`config.mk`:
```
export PLATFORM = sky130hd
export DESIGN_NAME = pipeline_controller_flat
export DESIGN_NICKNAME = d
export VERILOG_FILES = /design/src/rtl/pipeline_controller_pkg.sv /design/src/rtl/pipeline_controller_if.sv /design/src/rtl/pipeline_controller_sat_counter.sv /design/src/rtl/pipeline_controller.sv /design/src/flat_wrapper.sv
export SDC_FILE = /design/constraint.sdc
export NUM_CORES = 1
export LEC_CHECK = 0
export ABC_CLOCK_PERIOD_IN_PS = 4500
export BUFFER_PORTS_ARGS = -buffer_cell sky130_fd_sc_hd__clkbuf_2
export CAP_MARGIN = 10
export CORE_ASPECT_RATIO = 0.7
export CORE_MARGIN = 8
export CORE_UTILIZATION = 40
export CTS_BUF_LIST = sky130_fd_sc_hd__clkbuf_8
export DETAILED_ROUTE_END_ITERATION = 10
export PLACE_DENSITY = 0.69
export SLEW_MARGIN = 25
export SYNTH_ARGS = -nofsm -noshare
export SYNTH_HDL_FRONTEND = slang
export SYNTH_SLANG_ARGS = --single-unit
export TNS_END_PERCENT = 5
```
`constraint.sdc`:
```
create_clock -name clk -period 4.5 [get_ports clk]
set_input_delay 0.675 -clock clk [delete_from_list [all_inputs] [get_ports clk]]
set_output_delay 0.675 -clock clk [all_outputs]
set_load 0.005 [all_outputs]
```
`src/rtl/pipeline_controller_pkg.sv`:
```
// rtl/pipeline_controller_pkg.sv - shared types and defaults for the pipeline controller
package pipeline_controller_pkg;

  localparam int CNT_W_DEFAULT        = 32;
  localparam int DRAIN_CYCLES_DEFAULT = 3;

  typedef enum logic [1:0] {
    ST_RUN    = 2'd0,
    ST_DRAIN  = 2'd1,
    ST_HALTED = 2'd2
  } pc_state_e;

  // Width of the drain down-counter able to hold the full drain length.
  function automatic int drain_width(input int cycles);
    return (cycles < 2) ? 1 : $clog2(cycles + 1);
  endfunction

endpackage

```
`src/rtl/pipeline_controller_if.sv`:
```
// rtl/pipeline_controller_if.sv - hazard events in, pipeline register controls out
interface pipeline_controller_if;

  logic data_hazard;
  logic mispredict_ex;
  logic dmem_busy;
  logic halt_id;

  logic pc_write;
  logic if_id_write;
  logic if_id_flush;
  logic id_ex_write;
  logic id_ex_bubble;
  logic ex_mem_write;
  logic mem_wb_bubble;
  logic is_halted;

  modport master (
    input  data_hazard, mispredict_ex, dmem_busy, halt_id,
    output pc_write, if_id_write, if_id_flush, id_ex_write, id_ex_bubble,
           ex_mem_write, mem_wb_bubble, is_halted
  );

  modport slave (
    output data_hazard, mispredict_ex, dmem_busy, halt_id,
    input  pc_write, if_id_write, if_id_flush, id_ex_write, id_ex_bubble,
           ex_mem_write, mem_wb_bubble, is_halted
  );

endinterface

```
`src/rtl/pipeline_controller_sat_counter.sv`:
```
// rtl/pipeline_controller_sat_counter.sv - enabled up-counter that sticks at all-ones
module sat_counter #(
  parameter int W = 32
) (
  input  logic         clk,
  input  logic         reset_n,
  input  logic         en,
  output logic [W-1:0] count
);

  logic [W-1:0] count_q;

  // Count enabled cycles, holding once every bit is set.
  always_ff @(posedge clk or negedge reset_n) begin
    if (!reset_n) begin
      count_q <= '0;
    end else if (en && (count_q != {W{1'b1}})) begin
      count_q <= count_q + W'(1);
    end
  end

  assign count = count_q;

endmodule

```
`src/rtl/pipeline_controller.sv`:
```
// rtl/pipeline_controller.sv - five-stage pipeline stall/flush/halt sequencer
module pipeline_controller
  import pipeline_controller_pkg::*;
#(
  parameter int CNT_W        = CNT_W_DEFAULT,
  parameter int DRAIN_CYCLES = DRAIN_CYCLES_DEFAULT
) (
  input  logic                  clk,
  input  logic                  reset_n,
  pipeline_controller_if.master ctrl,
  output logic [CNT_W-1:0]      stall_count,
  output logic [CNT_W-1:0]      flush_count
);

  localparam int DRAIN_W = drain_width(DRAIN_CYCLES);

  pc_state_e          state_q, state_d;
  logic [DRAIN_W-1:0] drain_q, drain_d;
  logic               stall_inc;
  logic               flush_inc;

  // State and drain counter registers; reset lands in RUN from any state.
  always_ff @(posedge clk or negedge reset_n) begin
    if (!reset_n) begin
      state_q <= ST_RUN;
      drain_q <= '0;
    end else begin
      state_q <= state_d;
      drain_q <= drain_d;
    end
  end

  // Priority decode of pipeline events into register controls and next state.
  always_comb begin
    ctrl.pc_write      = 1'b1;
    ctrl.if_id_write   = 1'b1;
    ctrl.if_id_flush   = 1'b0;
    ctrl.id_ex_write   = 1'b1;
    ctrl.id_ex_bubble  = 1'b0;
    ctrl.ex_mem_write  = 1'b1;
    ctrl.mem_wb_bubble = 1'b0;
    ctrl.is_halted     = 1'b0;
    state_d            = state_q;
    drain_d            = drain_q;
    stall_inc          = 1'b0;
    flush_inc          = 1'b0;

    case (state_q)
      ST_RUN: begin
        if (ctrl.dmem_busy) begin
          // Whole front of the pipe waits; MEM/WB gets a NOP meanwhile.
          ctrl.pc_write      = 1'b0;
          ctrl.if_id_write   = 1'b0;
          ctrl.id_ex_write   = 1'b0;
          ctrl.ex_mem_write  = 1'b0;
          ctrl.mem_wb_bubble = 1'b1;
          stall_inc          = 1'b1;
        end else if (ctrl.mispredict_ex) begin
          ctrl.if_id_flush  = 1'b1;
          ctrl.id_ex_bubble = 1'b1;
          flush_inc         = 1'b1;
        end else if (ctrl.data_hazard) begin
          ctrl.pc_write     = 1'b0;
          ctrl.if_id_write  = 1'b0;
          ctrl.id_ex_bubble = 1'b1;
          stall_inc         = 1'b1;
        end else if (ctrl.halt_id) begin
          // The halt itself moves on into EX; nothing younger follows it.
          ctrl.pc_write    = 1'b0;
          ctrl.if_id_flush = 1'b1;
          drain_d          = DRAIN_W'(DRAIN_CYCLES);
          state_d          = ST_DRAIN;
        end
      end

      ST_DRAIN: begin
        if (ctrl.dmem_busy) begin
          ctrl.pc_write      = 1'b0;
          ctrl.if_id_write   = 1'b0;
          ctrl.id_ex_write   = 1'b0;
          ctrl.ex_mem_write  = 1'b0;
          ctrl.mem_wb_bubble = 1'b1;
          stall_inc          = 1'b1;
        end else if (ctrl.mispredict_ex) begin
          // An older branch redirected, so the halt was on the wrong path.
          ctrl.if_id_flush  = 1'b1;
          ctrl.id_ex_bubble = 1'b1;
          flush_inc         = 1'b1;
          drain_d           = '0;
          state_d           = ST_RUN;
        end else begin
          ctrl.pc_write     = 1'b0;
          ctrl.if_id_flush  = 1'b1;
          ctrl.id_ex_bubble = 1'b1;
          stall_inc         = 1'b1;
          drain_d           = drain_q - DRAIN_W'(1);
          if (drain_q == DRAIN_W'(1)) begin
            state_d = ST_HALTED;
          end
        end
      end

      ST_HALTED: begin
        ctrl.pc_write     = 1'b0;
        ctrl.if_id_write  = 1'b0;
        ctrl.id_ex_write  = 1'b0;
        ctrl.ex_mem_write = 1'b0;
        ctrl.is_halted    = 1'b1;
      end

      default: begin
        state_d = ST_RUN;
        drain_d = '0;
      end
    endcase
  end

  sat_counter #(.W(CNT_W)) u_stall_cnt (
    .clk     (clk),
    .reset_n (reset_n),
    .en      (stall_inc),
    .count   (stall_count)
  );

  sat_counter #(.W(CNT_W)) u_flush_cnt (
    .clk     (clk),
    .reset_n (reset_n),
    .en      (flush_inc),
    .count   (flush_count)
  );

endmodule

```
`src/flat_wrapper.sv`:
```
// flat-port wrapper written by rule: the top's interface ports become plain ports
module pipeline_controller_flat import pipeline_controller_pkg::*;
#(
  parameter int CNT_W        = CNT_W_DEFAULT,
  parameter int DRAIN_CYCLES = DRAIN_CYCLES_DEFAULT
)
  (clk, reset_n, stall_count, flush_count, ctrl_data_hazard, ctrl_mispredict_ex, ctrl_dmem_busy, ctrl_halt_id, ctrl_pc_write, ctrl_if_id_write, ctrl_if_id_flush, ctrl_id_ex_write, ctrl_id_ex_bubble, ctrl_ex_mem_write, ctrl_mem_wb_bubble, ctrl_is_halted);
  pipeline_controller_if ctrl_i ();
  input  logic clk;
  input  logic reset_n;
  output logic [CNT_W-1:0] stall_count;
  output logic [CNT_W-1:0] flush_count;
  input wire logic [$bits(ctrl_i.data_hazard)-1:0] ctrl_data_hazard;
  input wire logic [$bits(ctrl_i.mispredict_ex)-1:0] ctrl_mispredict_ex;
  input wire logic [$bits(ctrl_i.dmem_busy)-1:0] ctrl_dmem_busy;
  input wire logic [$bits(ctrl_i.halt_id)-1:0] ctrl_halt_id;
  output wire logic [$bits(ctrl_i.pc_write)-1:0] ctrl_pc_write;
  output wire logic [$bits(ctrl_i.if_id_write)-1:0] ctrl_if_id_write;
  output wire logic [$bits(ctrl_i.if_id_flush)-1:0] ctrl_if_id_flush;
  output wire logic [$bits(ctrl_i.id_ex_write)-1:0] ctrl_id_ex_write;
  output wire logic [$bits(ctrl_i.id_ex_bubble)-1:0] ctrl_id_ex_bubble;
  output wire logic [$bits(ctrl_i.ex_mem_write)-1:0] ctrl_ex_mem_write;
  output wire logic [$bits(ctrl_i.mem_wb_bubble)-1:0] ctrl_mem_wb_bubble;
  output wire logic [$bits(ctrl_i.is_halted)-1:0] ctrl_is_halted;
  assign ctrl_i.data_hazard = ctrl_data_hazard;
  assign ctrl_i.mispredict_ex = ctrl_mispredict_ex;
  assign ctrl_i.dmem_busy = ctrl_dmem_busy;
  assign ctrl_i.halt_id = ctrl_halt_id;
  assign ctrl_pc_write = ctrl_i.pc_write;
  assign ctrl_if_id_write = ctrl_i.if_id_write;
  assign ctrl_if_id_flush = ctrl_i.if_id_flush;
  assign ctrl_id_ex_write = ctrl_i.id_ex_write;
  assign ctrl_id_ex_bubble = ctrl_i.id_ex_bubble;
  assign ctrl_ex_mem_write = ctrl_i.ex_mem_write;
  assign ctrl_mem_wb_bubble = ctrl_i.mem_wb_bubble;
  assign ctrl_is_halted = ctrl_i.is_halted;
  pipeline_controller #(.CNT_W(CNT_W), .DRAIN_CYCLES(DRAIN_CYCLES)) u_core (.clk(clk), .reset_n(reset_n), .ctrl(ctrl_i), .stall_count(stall_count), .flush_count(flush_count));
endmodule
```
Yosys cells after proc, flatten, opt, wreduce, memory -nomap -nowiden
Cells that the tools add are included.
{"block": "totals", "reg_bits": 68, "in_bits": 6, "output_inout_bits": 72, "elab_cells": 71}
{"block": "classes", "n_bitwise": 1, "reduce_logical": 6, "mux": 46, "n_addsub": 3, "n_eq_ne": 11}
{"cell": "$add 32x1->32 const B", "count": 2}
{"cell": "$ne 32x32->1 const B", "count": 2}
{"cell": "$mux 2", "count": 13}
{"cell": "$mux 1", "count": 25}
{"cell": "$pmux 2 s3", "count": 2}
{"cell": "$ne 2x2->1 const B", "count": 5}
{"cell": "$pmux 1 s2", "count": 4}
{"cell": "$reduce_and 7->1", "count": 1}
{"cell": "$pmux 1 s3", "count": 2}
{"cell": "$reduce_and 6->1", "count": 1}
{"cell": "$eq 2x1->1 const B", "count": 2}
{"cell": "$ne 3x2->1 const B", "count": 1}
{"cell": "$eq 2x2->1 const B", "count": 1}
{"cell": "$logic_and 1x1->1", "count": 2}
{"cell": "$logic_not 2->1", "count": 1}
{"cell": "$reduce_or 2->1", "count": 1}
{"cell": "$sub 2x1->2 const B", "count": 1}
{"cell": "$not 1->1", "count": 1}

Longest topological paths before layout
{"block": "logic_depth", "depth_word": 5, "ltp_mapped": 7, "ltp_nobuf": 5}

Modules after synthesis
From an unflattened synthesis, not the netlist that was laid out.
{"block": "unflattened", "hier_cells": 335, "area_unflattened_um2": 3457.1}
{"mod": "sat_counter (u_core.u_stall_cnt)", "cells_per_inst": 153, "area_per_inst_um2": 1617.8, "instances": 1, "seq_area_each_um2": 800.8}
{"mod": "sat_counter (u_core.u_flush_cnt)", "cells_per_inst": 140, "area_per_inst_um2": 1522.7, "instances": 1, "seq_area_each_um2": 800.8}
{"mod": "pipeline_controller", "cells_per_inst": 42, "area_per_inst_um2": 316.6, "instances": 1, "seq_area_each_um2": 100.1}

Least setup slack after synthesis
OpenSTA, ideal clock, no wires.
{"block": "synth_timing", "path_type": "input port to flip-flop", "start": "in ctrl_mispredict_ex", "end": "reg u_core.u_stall_cnt.count_q[27] (netlist: u_core.u_stall_cnt.count[27])", "required_time_ns": 4.377, "setup_slack_ns": 2.280, "path_buffers": 1, "stages": 6, "setup_ns": 0.123, "arrival_ns": 2.097, "cell_sequence": "buf_2 -> o21bai_1 -> a2111oi_4 -> o2111a_1 -> nand4_1 -> xnor2_1"}
{"block": "synth_between", "elab_chain_len": 4, "word_cells_on_any_way": 6, "classes_between": "5 x mux; 1 x reduce/logical"}
{"element": "start, declared", "line_no": "flat_wrapper.sv:14", "text": "input wire logic [$bits(ctrl_i.mispredict_ex)-1:0] ctrl_mispredict_ex;"}
{"element": "$mux 1, on equally long branches", "line_no": "pipeline_controller.sv:84, pipeline_controller.sv:58"}
{"element": "$mux 1, on equally long branches", "line_no": "pipeline_controller.sv:77, pipeline_controller.sv:50"}
{"element": "$pmux 1 s2 (*)", "line_no": "pipeline_controller.sv:48", "text": "case (state_q)"}
{"element": "$logic_and 1x1->1 (*)", "line_no": "pipeline_controller_sat_counter.sv:17", "text": "end else if (en && (count_q != {W{1'b1}})) begin"}
{"element": "end signal, assigned", "line_no": "pipeline_controller_sat_counter.sv:18", "text": "count_q <= count_q + W'(1);"}
{"element": "end, declared", "line_no": "pipeline_controller_sat_counter.sv:11", "text": "logic [W-1:0] count_q;"}
Every way passes the cells marked *; elsewhere a longest branch is shown, timed or not.
A chain may end at the register's enable or synchronous reset.

Worst setup path after layout
{"block": "layout_timing", "start": "reg u_core.u_flush_cnt.count_q[17] (netlist: u_core.u_flush_cnt.count[17])", "end": "reg u_core.u_flush_cnt.count_q[1] (netlist: u_core.u_flush_cnt.count[1])"}
{"block": "layout_between", "elab_chain_len": 2}
{"element": "start, declared", "line_no": "pipeline_controller_sat_counter.sv:11"}
{"element": "start signal, assigned", "line_no": "pipeline_controller_sat_counter.sv:18"}
{"element": "$ne 32x32->1", "line_no": "pipeline_controller_sat_counter.sv:17"}
{"element": "$logic_and 1x1->1", "line_no": "pipeline_controller_sat_counter.sv:17"}
Every way passes these cells.

==> results.cfg <==
[sta]
fin_ws_ps = 2050
hold_slack_ps = 386
clock_skew_ps = 6.95
finalCritPeriodShare_pct = 54.5
rsz0062_at_grt = false
finalHoldViolations = 0
slew-limit-headroom_pct = 50.3
min_period_ps = 2450
final_max_slew_viol_count = 0
tightest_slew_ps = 745
setup_viol = 0
fin_setup_tns_ps = 0
max_freq_mhz = 408

[critical_path]
critPathLaunchType = flip-flop
arrival_ps = 2680
cp-end-kind = flip-flop
cpPeakStageDelay_ps = 490
cp_max_fo = 13
cp.required_ps = 4730
worstReg2RegEnd = u_core.u_flush_cnt.count[1]
r2r_slack_ps = 2050
crit_type = reg2reg
ff2ff_path_depth = 6
cp_slowest_cell = nor3_2
worstPathCellList = nand3_1 > nor3_2 > nand4_1 > buf_4 > nand2_1 > mux2_1
r2r-start = u_core.u_flush_cnt.count[17]

[floorplan]
num_io_pins = 78
dieArea_um2 = 12100
die_h_um = 94.4
die_w_um = 128
coreArea_um2 = 8480
initial_core_util_pct = 41.5
num_rows = 28

[drt]
vias = 2814
wl_per_cell_um = 15.3
wl_um = 8250
drt-initial-drc-count = 219
route.detailed.drc = 0
avgViaCountPerCell = 5.23
dr.pass1.iters = 4
antenna_left = 0

[clocking]
cts_setup_buffers = 0
clk_pin_slew_ps = 70
cts_tree = yes
ctsHoldBuffers = 0
cts_inserted_buffers = 9
cts-resized-gates = 0
clk_path_buf_depth = 2
clock_sinks = 68
htreeDepth = 3
cts_root_buf = clkbuf_8
worstSkewPairLatency_ps = 350

[yosys]
synthArstFlopShare_pct = 100
yosys_warnings = 0
syn_inst = 333
ys.flop_type = dfrtp_1
ys_types = 51
avgSynthCellArea_um2 = 10.6
synth_edf_count = 0
syn_area_um2 = 3520
syn_nets = 342
synth-seq-cells = 68
yosysSeqAreaShare_pct = 48.4

[global_route]
overflow = 0
grt_pass1_vias = 2671
grt_pass1_wl_um = 13600
antenna_found_initial = 0
grt_max_degree = 36
grt_usage_pct = 14.1

[placed_design]
pre_cts_ws_ps = 1990
io_buffer_count = 77
placed_cells = 522
gp_congestion = 0.833
post-dp-hpwl_um = 6090

[layout]
final_nets = 422
layout-drive-gt1-share_pct = 25.8
mostFrequentLayoutCell = clkbuf_2
antennaDiodeCount = 0
syn_to_final_growth_pct = 19.4
fin_cells = 538
final_util_pct = 49.5
final_cell_mix = clkbuf_2, dfrtp_1, xnor2_1

[hold_path]
min_path_type = in2async

[job]
maxCapViolations = 0

[run_status]
status = completed

[pwr]
powerDensity_nw_per_um2 = 374
peakVddDrop_uv = 287
p_leak_uw = 0.00193
cell usage after synthesis (2+ instances only):
| cell | count | share of area (%) |
|---|---|---|
| and3_2 | 2 | 0.43 |
| nand2_1 | 26 | 2.8 |
| and4_1 | 7 | 1.7 |
| clkbuf_1 | 6 | 0.64 |
| nand3_1 | 28 | 4.0 |
| inv_1 | 2 | 0.21 |
| and3_1 | 18 | 3.2 |
| a211oi_1 | 3 | 0.64 |
| o21ai_0 | 4 | 0.57 |
| nand4_1 | 28 | 5.0 |
| nor2b_1 | 2 | 0.36 |
| nor3_2 | 2 | 0.57 |
| xnor2_1 | 54 | 13 |
| xor2_1 | 4 | 1.0 |
| nand3b_1 | 2 | 0.43 |
| nor2_1 | 15 | 1.6 |
| a21oi_1 | 7 | 1.0 |
| dfrtp_1 | 68 | 48 |
| buf_2 | 3 | 0.43 |
| nor4_1 | 2 | 0.36 |
| ha_1 | 3 | 1.1 |
| and2_1 | 8 | 1.4 |
| nor3_1 | 8 | 1.1 |
| mux2_1 | 3 | 0.96 |
| nand4_4 | 2 | 1.2 |
metrics by stage:
stage / total power (uW) / instance area [um^2]
6_report: 1570 / 4200
5_1_grt: 1670 / 4200
4_1_cts: 1600 / 4200
3_5_place_dp: 1130 / 4020
3_3_place_gp: 1120 / 4020
2_1_floorplan: 981 / 3520
worst max-delay path, delay by kind of cell (launching register included):
kind          cells  cell delay (ps)
buf+inv           1              340
mux               1              320
simple gates      4             1240
flops             1              430
registers in the layout, summed over array words and instances (netlist names):
register	cells
u_core.drain_q	2
u_core.state_q	2
u_core.u_stall_cnt.count	32
u_core.u_flush_cnt.count	32
layer usage:
layer	routed length [um]	vias to the layer above	GRT usage, %
met1	3980	1381	18.7
li1	-	1364	-
met3	585	5	6.47
met2	3630	64	20.4
met4	56	0	3.45
met5	0	-	0
kinds of logic (layout without fill, tap and decap cells):
group | after synthesis | count (layout) | synth area share, %
and+or+nand+nor | 162 | 162 | 27.6
DFF | 68 | 68 | 48.4
xor gates and xnor gates | 58 | 58 | 14.4
AOI/OAI and AO/OA | 24 | 24 | 5.27
buffers and inverters | 14 | 99 | 1.92
muxes | 4 | 4 | 1.28
adders and majority gates | 3 | 3 | 1.07
worst max-delay path by stage:
stage | start | endpoint | slack, ps | cells after the start
after CTS | u_core.u_flush_cnt.count[17] | u_core.u_flush_cnt.count[1] | 2040 | 6
after detailed placement | ctrl_mispredict_ex | u_core.u_stall_cnt.count[27] | 1990 | 6
after global placement | ctrl_mispredict_ex | u_core.u_stall_cnt.count[27] | 2020 | 6
after global routing | u_core.u_flush_cnt.count[17] | u_core.u_flush_cnt.count[1] | 1850 | 6
after floorplan | ctrl_mispredict_ex | u_core.u_stall_cnt.count[27] | 2280 | 6
final | u_core.u_flush_cnt.count[17] | u_core.u_flush_cnt.count[1] | 2050 | 6
area by class of cell:
cell class	count	area (um^2)
Multi-Input combinational cell	251	1750
Timing Repair Buffer	80	408
Inverter	3	11.3
Tap cell	120	150
Clock inverter	4	16.3
Fill cell	820	4280
Sequential cell	68	1700
Clock buffer	12	165
power by group:
group          leakage (uW)  switching (uW)  internal [uW]
clock              0.000106             217            238
sequential         0.000922             115            681
combinational      0.000902             164            157
Note: power is estimated with default switching activity, not from simulation.
